==> src/rtl/pokey_clk_enable_gen_if.sv <==
// POKEY master-clock enable bundle.
// init flows into the generator; the enables flow out.
interface pokey_clk_enable_gen_if;
  logic init;
  logic clk179;
  logic enp;
  logic enn;
  logic en64;
  logic en15;

  modport master (
    output init,
    input  clk179, enp, enn, en64, en15
  );

  modport slave (
    input  init,
    output clk179, enp, enn, en64, en15
  );
endinterface

==> src/rtl/pokey_clk_enable_gen.sv <==
// POKEY 1.79 MHz edge enables from a fractional phase accumulator,
// plus the 64 kHz / 15 kHz base-clock enables derived from enp.
module pokey_clk_enable_gen #(
  parameter int ACC_W = 24,
  parameter int INC   = 1201096,
  parameter int DIV64 = 28,
  parameter int DIV15 = 114
) (
  input logic clk,
  input logic reset,
  pokey_clk_enable_gen_if.slave bus
);

  localparam int W64 = (DIV64 > 1) ? $clog2(DIV64) : 1;
  localparam int W15 = (DIV15 > 1) ? $clog2(DIV15) : 1;
  localparam logic [ACC_W:0]  INC_X = (ACC_W+1)'(INC);
  localparam logic [W64-1:0]  TC64  = W64'(DIV64 - 1);
  localparam logic [W15-1:0]  TC15  = W15'(DIV15 - 1);

  logic [ACC_W-1:0] acc;
  logic [ACC_W:0]   sum;
  logic             phase;
  logic             carry;
  logic             rise;
  logic             fall;

  logic [W64-1:0]   div64;
  logic [W64-1:0]   div64_nxt;
  logic             hit64;
  logic [W15-1:0]   div15;
  logic [W15-1:0]   div15_nxt;
  logic             hit15;

  always_comb begin
    sum   = {1'b0, acc} + INC_X;
    carry = sum[ACC_W];
    rise  = carry & ~phase;
    fall  = carry & phase;
  end

  // init outranks a terminal-count enp in the same clk
  always_comb begin
    div64_nxt = div64;
    hit64     = 1'b0;
    if (bus.init) begin
      div64_nxt = '0;
    end else if (rise) begin
      if (div64 == TC64) begin
        div64_nxt = '0;
        hit64     = 1'b1;
      end else begin
        div64_nxt = div64 + W64'(1);
      end
    end
  end

  always_comb begin
    div15_nxt = div15;
    hit15     = 1'b0;
    if (bus.init) begin
      div15_nxt = '0;
    end else if (rise) begin
      if (div15 == TC15) begin
        div15_nxt = '0;
        hit15     = 1'b1;
      end else begin
        div15_nxt = div15 + W15'(1);
      end
    end
  end

  always_ff @(posedge clk or posedge reset) begin
    if (reset) begin
      acc      <= '0;
      phase    <= 1'b0;
      div64    <= '0;
      div15    <= '0;
      bus.enp  <= 1'b0;
      bus.enn  <= 1'b0;
      bus.en64 <= 1'b0;
      bus.en15 <= 1'b0;
    end else begin
      acc      <= sum[ACC_W-1:0];
      if (carry)
        phase  <= ~phase;
      div64    <= div64_nxt;
      div15    <= div15_nxt;
      bus.enp  <= rise;
      bus.enn  <= fall;
      bus.en64 <= hit64;
      bus.en15 <= hit15;
    end
  end

  assign bus.clk179 = phase;

endmodule

==> src/flat_wrapper.sv <==
// flat-port wrapper written by rule: the top's interface ports become plain ports
module pokey_clk_enable_gen_flat 
#(
  parameter int ACC_W = 24,
  parameter int INC   = 1201096,
  parameter int DIV64 = 28,
  parameter int DIV15 = 114
)
  (clk, reset, bus_init, bus_clk179, bus_enp, bus_enn, bus_en64, bus_en15);
  pokey_clk_enable_gen_if bus_i ();
  input logic clk;
  input logic reset;
  input wire logic [$bits(bus_i.init)-1:0] bus_init;
  output wire logic [$bits(bus_i.clk179)-1:0] bus_clk179;
  output wire logic [$bits(bus_i.enp)-1:0] bus_enp;
  output wire logic [$bits(bus_i.enn)-1:0] bus_enn;
  output wire logic [$bits(bus_i.en64)-1:0] bus_en64;
  output wire logic [$bits(bus_i.en15)-1:0] bus_en15;
  assign bus_i.init = bus_init;
  assign bus_clk179 = bus_i.clk179;
  assign bus_enp = bus_i.enp;
  assign bus_enn = bus_i.enn;
  assign bus_en64 = bus_i.en64;
  assign bus_en15 = bus_i.en15;
  pokey_clk_enable_gen #(.ACC_W(ACC_W), .INC(INC), .DIV64(DIV64), .DIV15(DIV15)) u_core (.clk(clk), .reset(reset), .bus(bus_i));
endmodule
==> config.mk <==
export PLATFORM = sky130hd
export DESIGN_NAME = pokey_clk_enable_gen_flat
export DESIGN_NICKNAME = d
export VERILOG_FILES = /design/src/rtl/pokey_clk_enable_gen_if.sv /design/src/rtl/pokey_clk_enable_gen.sv /design/src/flat_wrapper.sv
export SDC_FILE = /design/constraint.sdc
export NUM_CORES = 1
export LEC_CHECK = 0
export ABC_AREA = 1
export CORE_UTILIZATION = 65
export CTS_CLUSTER_SIZE = 40
export DETAILED_ROUTE_END_ITERATION = 16
export GPL_TIMING_DRIVEN = 1
export HOLD_SLACK_MARGIN = 0.1
export PLACE_DENSITY = 0.84
export SETUP_SLACK_MARGIN = 0.4
export SLEW_MARGIN = 5
export SYNTH_ARGS = -nofsm -noshare
export SYNTH_HDL_FRONTEND = slang
export SYNTH_SLANG_ARGS = --single-unit
==> constraint.sdc <==
create_clock -name clk -period 4.1 [get_ports clk]
set_input_delay 0.82 -clock clk [delete_from_list [all_inputs] [get_ports clk]]
set_output_delay 0.82 -clock clk [all_outputs]
set_load 0.02 [all_outputs]
==> impl_metrics.ini <==
[critical_path]
startpoint_type = flip-flop
crit_chain = clkdlybuf4s50_1
crit_path_end_kind = output port
crit_required_ns = 3.28
path_buf_inv = 1
critPathMaxFanout = 4
critPathKind = flip-flop to output port
max_stage_delay_ns = 0.62
critPathTopFamily = buffers and inverters
worst_path_max_delay_cell = clkdlybuf4s50_1
worstPathArrival_ns = 1.36

[final_layout]
synthToLayoutAreaGrowth_pct = 7.912
final_common_cell = nand2_1
stdcell_count = 324
layout.nets = 286
drive_above_1_share = 0.08214
antenna_cells = 0
fillCellCount = 250
final_core_util = 0.7480
final_cell_mix = nand2_1, dfrtp_1, nand3_1
final_area_um2 = 2321

[clock_tree]
cts_tree = yes
cts-htree-levels = 2
clockBufferDepth = 2
root_buffer = clkbuf_4
ctsResizeCount = 0
cts_setup_buffers = 0
cts_made_buffers = 5
clk_latency_ns = 0.35
clkSinkCount = 38
path_clk_slew_ns = 0.12
hold_buffers = 0

[route]
via_count = 1770
drtIter0Drc = 93
routed_via_density = 5.463
ant_nets = 0
drtPass1Iterations = 4
drc = 0
wire_per_inst_um = 12.35
wl_mm = 4.002

[logic_synthesis]
synth_top_family_by_area = simple AND/OR/NAND/NOR gates
synthesis.instances = 269
ys_warn_count = 0
ys_types = 31
syn_avg_cell_area_um2 = 7.996
async_reset_ff_frac = 1.000
yosys_register_bits = 38
synth-simple-area-share = 0.3461
synth_edf_count = 0
synthesis.nets = 276
synthesis.area_um2 = 2151
synthMuxAreaShare = 0
ys_seq_area_frac = 0.4421
synth-adder-area-share = 0.02327
synth_compound_area_frac = 0.02676
ys.flop_type = dfrtp_1
synth_xor_xnor_area_share = 0.08144

[placement]
hpwl_mm = 2.814
placed_cell_area_um2 = 2246
place.port_buffers = 7
gp_congestion = 0.8894
dpl.cell_count = 316

[timing]
tightest_slew_ns = 0.6139
fin_crit_sh = 0.5320
rsz0062_at_grt = false
max-slew-margin-rel = 0.5903
maxSlewViolCount = 0
period_needed_ns = 2.181
tns_ns = 0
hold_violations = 0
fin_skew_ns = 0.01228
fmax_mhz = 458.5
finalSetupViolations = 0

[floorplan]
num_rows = 20
die-width_um = 59.53
dieArea_um2 = 3543
start_util = 0.6931
core_area_um2 = 3103
io_pins = 8
die_h_um = 59.53

[pwr]
vdd_ir_drop_max_mv = 0.2945
fin_total_pwr_mw = 0.6433
power-per-cell-area_nw_per_um2 = 277.2
leakage_nw = 1.227

[run_status]
status = completed

[min_path]
hold_path_class = flip-flop to flip-flop

[grt]
grt_pass1_wl_mm = 6.782
grt_pass1_vias = 1572
grt_overflow = 0
grt_usage = 0.2608
grt_max_degree = 24
antenna_found_initial = 0

[flow_run]
drv_cap = 0
[layer usage]
layer  vias up  GRT usage  part of all wire
li1        879          -                 -
met1       827     0.3683              0.50
met2        56     0.3820              0.43
met3         8    0.06114             0.051
met4         0     0.1130             0.015
met5         -          0                 0
[through the flow]
stage / hold slack [ns] / setup WS (ns)
2_1_floorplan: 0.4224 / 2.419
3_3_place_gp: 0.4468 / 1.867
3_5_place_dp: 0.4407 / 1.801
4_1_cts: 0.4580 / 1.905
5_1_grt: 0.4974 / 1.845
6_report: 0.4536 / 1.919
[synth_stat cells (2+ instances only)]
cell type | instances | area, µm²
nand2_1 | 67 | 251.5
dfrtp_1 | 38 | 950.9
nand3_1 | 33 | 165.2
inv_1 | 31 | 116.4
nor2_1 | 26 | 97.59
xor2_1 | 19 | 166.4
nand4_1 | 15 | 93.84
ha_1 | 4 | 50.05
inv_2 | 4 | 15.01
nand2_2 | 3 | 18.77
a21oi_1 | 2 | 10.01
buf_6 | 2 | 22.52
clkbuf_1 | 2 | 7.510
nor2_2 | 2 | 12.51
nor2_4 | 2 | 22.52
nor3_1 | 2 | 10.01
nor3_2 | 2 | 20.02
o21ai_0 | 2 | 10.01
[cells by family after synthesis]
logic type                 count (synthesis)
AOI/OAI and AO/OA                          9
xor gates and xnor gates                  20
adders and majority gates                  4
buffers and inverters                     41
DFF                                       38
and+or+nand+nor                          157
[state kept, by name, summed over array words and instances, names as in the netlist]
| name | count |
|---|---|
| u_core.acc | 21 |
| u_core.bus.enp | 1 |
| u_core.div15 | 7 |
| u_core.bus.enn | 1 |
| u_core.bus.clk179 | 1 |
| u_core.div64 | 5 |
| u_core.bus.en15 | 1 |
| u_core.bus.en64 | 1 |
[power breakdown]
part	total (mW)	internal [mW]	switching [mW]
logic	0.0146	0.00284	0.0117
registers	0.375	0.375	0.0000790
clock network	0.254	0.129	0.125
[worst paths after layout]
check | from | end | slack (ns) | cells after the start
hold / removal | u_core.acc[3] | u_core.acc[3] | 0.45 | 1
hold reg to reg | u_core.acc[3] | u_core.acc[3] | 0.45 | 1
setup / recovery | u_core.bus.clk179 | bus_clk179 | 1.92 | 1
min in group asynchronous | reset | u_core.acc[12] | 0.83 | 2
setup reg to reg | u_core.acc[9] | u_core.div15[4] | 2.46 | 8
max in group asynchronous | reset | u_core.acc[4] | 2.55 | 3
[area by class of cell]
| cell class | instances | area, µm² | share of cell area |
|---|---|---|---|
| Multi-Input combinational cell | 190 | 1027 | 0.4426 |
| Clock buffer | 7 | 45.04 | 0.01941 |
| Timing Repair Buffer | 8 | 77.57 | 0.03342 |
| Sequential cell | 38 | 950.9 | 0.4097 |
| Clock inverter | 1 | 30.03 | 0.01294 |
| Tap cell | 44 | 55.05 | 0.02372 |
| Inverter | 36 | 135.1 | 0.05822 |
Note: power is estimated with default switching activity, not from simulation.
==> patch: new RTL, same flow settings <==
`ACC_W` is set to 24 in 2 places; all go to 16.
--- a/src/rtl/pokey_clk_enable_gen.sv
+++ b/src/rtl/pokey_clk_enable_gen.sv
@@ -2,5 +2,5 @@
 // plus the 64 kHz / 15 kHz base-clock enables derived from enp.
 module pokey_clk_enable_gen #(
-  parameter int ACC_W = 24,
+  parameter int ACC_W = 16,
   parameter int INC   = 1201096,
   parameter int DIV64 = 28,
--- a/src/flat_wrapper.sv
+++ b/src/flat_wrapper.sv
@@ -2,5 +2,5 @@
 module pokey_clk_enable_gen_flat 
 #(
-  parameter int ACC_W = 24,
+  parameter int ACC_W = 16,
   parameter int INC   = 1201096,
   parameter int DIV64 = 28,
Check against the original RTL: not equivalent (a bounded check fails within 10 cycles, from zero or initial values and one cycle with reset high).
==> patch against the original RTL <==
- worst setup slack gained 0.027 ns
- die area shrank 27%
- core utilization grew 1.8 points
- highest routed layer unchanged
- via count shrank 31%
- non-clock buffer count shrank 1
- register-to-register slack gained 0.11 ns
- wire length shrank 32%
- critical endpoint unchanged
- critical path type unchanged
- critical path depth is the same
- largest power group unchanged
- total power shrank 16%
- sequential share of layout area grew 2.9 points
- sequential cell count shrank 8
- area after synthesis shrank 27%
- cell area shrank 26%
==> patch: results (changes against the original RTL) <==
Outcome
  – Status: finished clean

Setup path
  – Crit path DAT: 1.33 ns (-0.03 ns)
  – Slowest-stage cell, CP: clkdlybuf4s50_1
  – Crit-path max FO: 3 (-1)

Synthesis
  – Commonest cells in the netlist: 33 x nand2_1, 30 x dfrtp_1, 19 x nand3_1, 18 x inv_1, 17 x nor2_1
  – Post-synth ARST share: 100% (unchanged)
  – Yosys warnings: 0 (unchanged)
  – Top post-synthesis cells by area: dfrtp_1 48%, nand2_1 7.9%, xor2_1 6.7%
  – Syn nets: 184 (-33%)
  – Sequential fraction of the synthesis area: 48.1% (+3.9 points)
  – Synth unique cells: 23 (-26%)

Timing
  – Slew HR: 26.8% (-32 points)
  – Clk_skew: 0.0129 ns (+0.000576 ns)
  – Total negative slack: 0 ns (unchanged)

Detailed routing
  – Vias post-DR: 1217 (-31%)
  – Iteration-0 DRC Markers: 36 (-61%)
  – Routed wire per std cell: 12.6 µm (+2.3%)

Cells and area
  – Biggest registers after layout: u_core.acc: 13 flops, u_core.div15: 7 flops, u_core.div64: 5 flops
  – Fill count: 157 (-37%)
  – Layout cells sized above 1: 13.3% (+5.1 points)
  – # nets final: 194 (-32%)

Global routing
  – Initial antenna violation count: 0 (unchanged)
  – Largest net degree at the start of global routing: 31 (+29%)
  – Number of global-route vias before repair: 1112 (-29%)
  – Global-route wire length before repair: 4.73 mm (-30%)
  – Remaining global-route overflow: 0 (unchanged)
  – GRT Util Overall: 25.7% (-0.42 points)

Clock tree
  – CTS clk-pin slew, worst paths: 0.10 ns (-0.02 ns)
  – Root Buffer: clkbuf_4
  – Post-CTS sizing: 0 (unchanged)
  – # Post-CTS Setup Buffers: 0 (unchanged)
  – CTS Buf Count: 5 (unchanged)

Placement
  – DPL Wire Length: 1.95 mm (-31%)
  – Placed cell area: 0.00163 mm² (-27%)
  – Port Buffers: 7 (unchanged)
  – Gpl congestion: 0.822 (-7.6%)

Worst hold path
  – Class of the worst hold path: reg2reg

Pwr
  – Worst VDD drop: 0.305 mV (+3.4%)
  – Leakage dissipation: 0.878 nW (-29%)
## patch: cell count changes after synthesis, moves of 7 or more
| cell | change |
|---|---|
| dfrtp_1 | -8 |
| inv_1 | -13 |
| nand2_1 | -34 |
| nand3_1 | -14 |
| nor2_1 | -9 |
| xor2_1 | -7 |
## patch: cell families after synthesis
| logic type | share of synthesized area (%) |
|---|---|
| xor gates and xnor gates | 8.97 |
| buffers and inverters | 7.69 |
| and+or+nand+nor | 30.3 |
| adders and majority gates | 3.21 |
| DFF | 48.1 |
| AOI/OAI and AO/OA | 1.76 |
## patch: routing by layer
metal,wire [µm],global-route usage (%),share of wire (%),vias up
met4,49,10.6,1.8,0
met5,0,0,0,-
met1,1160,32.5,43,572
met3,190,8.93,7.0,6
li1,-,-,-,591
met2,1330,39.9,49,48
## patch: where the power goes
group / leakage, nW / switching (W) / internal (W)
Clock: 0.0450 / 0.000106 / 0.000126
Sequential: 0.397 / 0.000000821 / 0.000296
Combinational: 0.436 / 0.0000106 / 0.00000267
Total: 0.878 / 0.000117 / 0.000425
## patch: final cells by class
cell class              instances  area, µm²  share of cell area (%)
clock buffers                   5       37.5                    2.19
clock inverters                 3       40.0                    2.34
inverters                      23       86.3                    5.05
multi-input cells             120        691                    40.4
flip-flops and latches         30        751                    43.9
well taps                      28       35.0                    2.05
repair buffers                  7       70.1                    4.10
## patch: worst paths after layout
check,start,endpoint,slack [ns],cells after the start
worst min-delay path,u_core.acc[3],u_core.acc[3],0.46,1
worst min register to register,u_core.acc[3],u_core.acc[3],0.46,1
worst max-delay path,u_core.bus.clk179,bus_clk179,1.95,1
max in group asynchronous,reset,u_core.div64[0],2.38,2
worst max register to register,u_core.div15[3],u_core.div15[1],2.57,5
min in group asynchronous,reset,u_core.div64[3],1.05,2
## patch: stage by stage
step	cells	worst slack, ns
CTS	216	1.93
global placement	208	1.86
global route	216	1.90
floorplan	177	2.65
finish	216	1.95
detailed placement	208	1.76
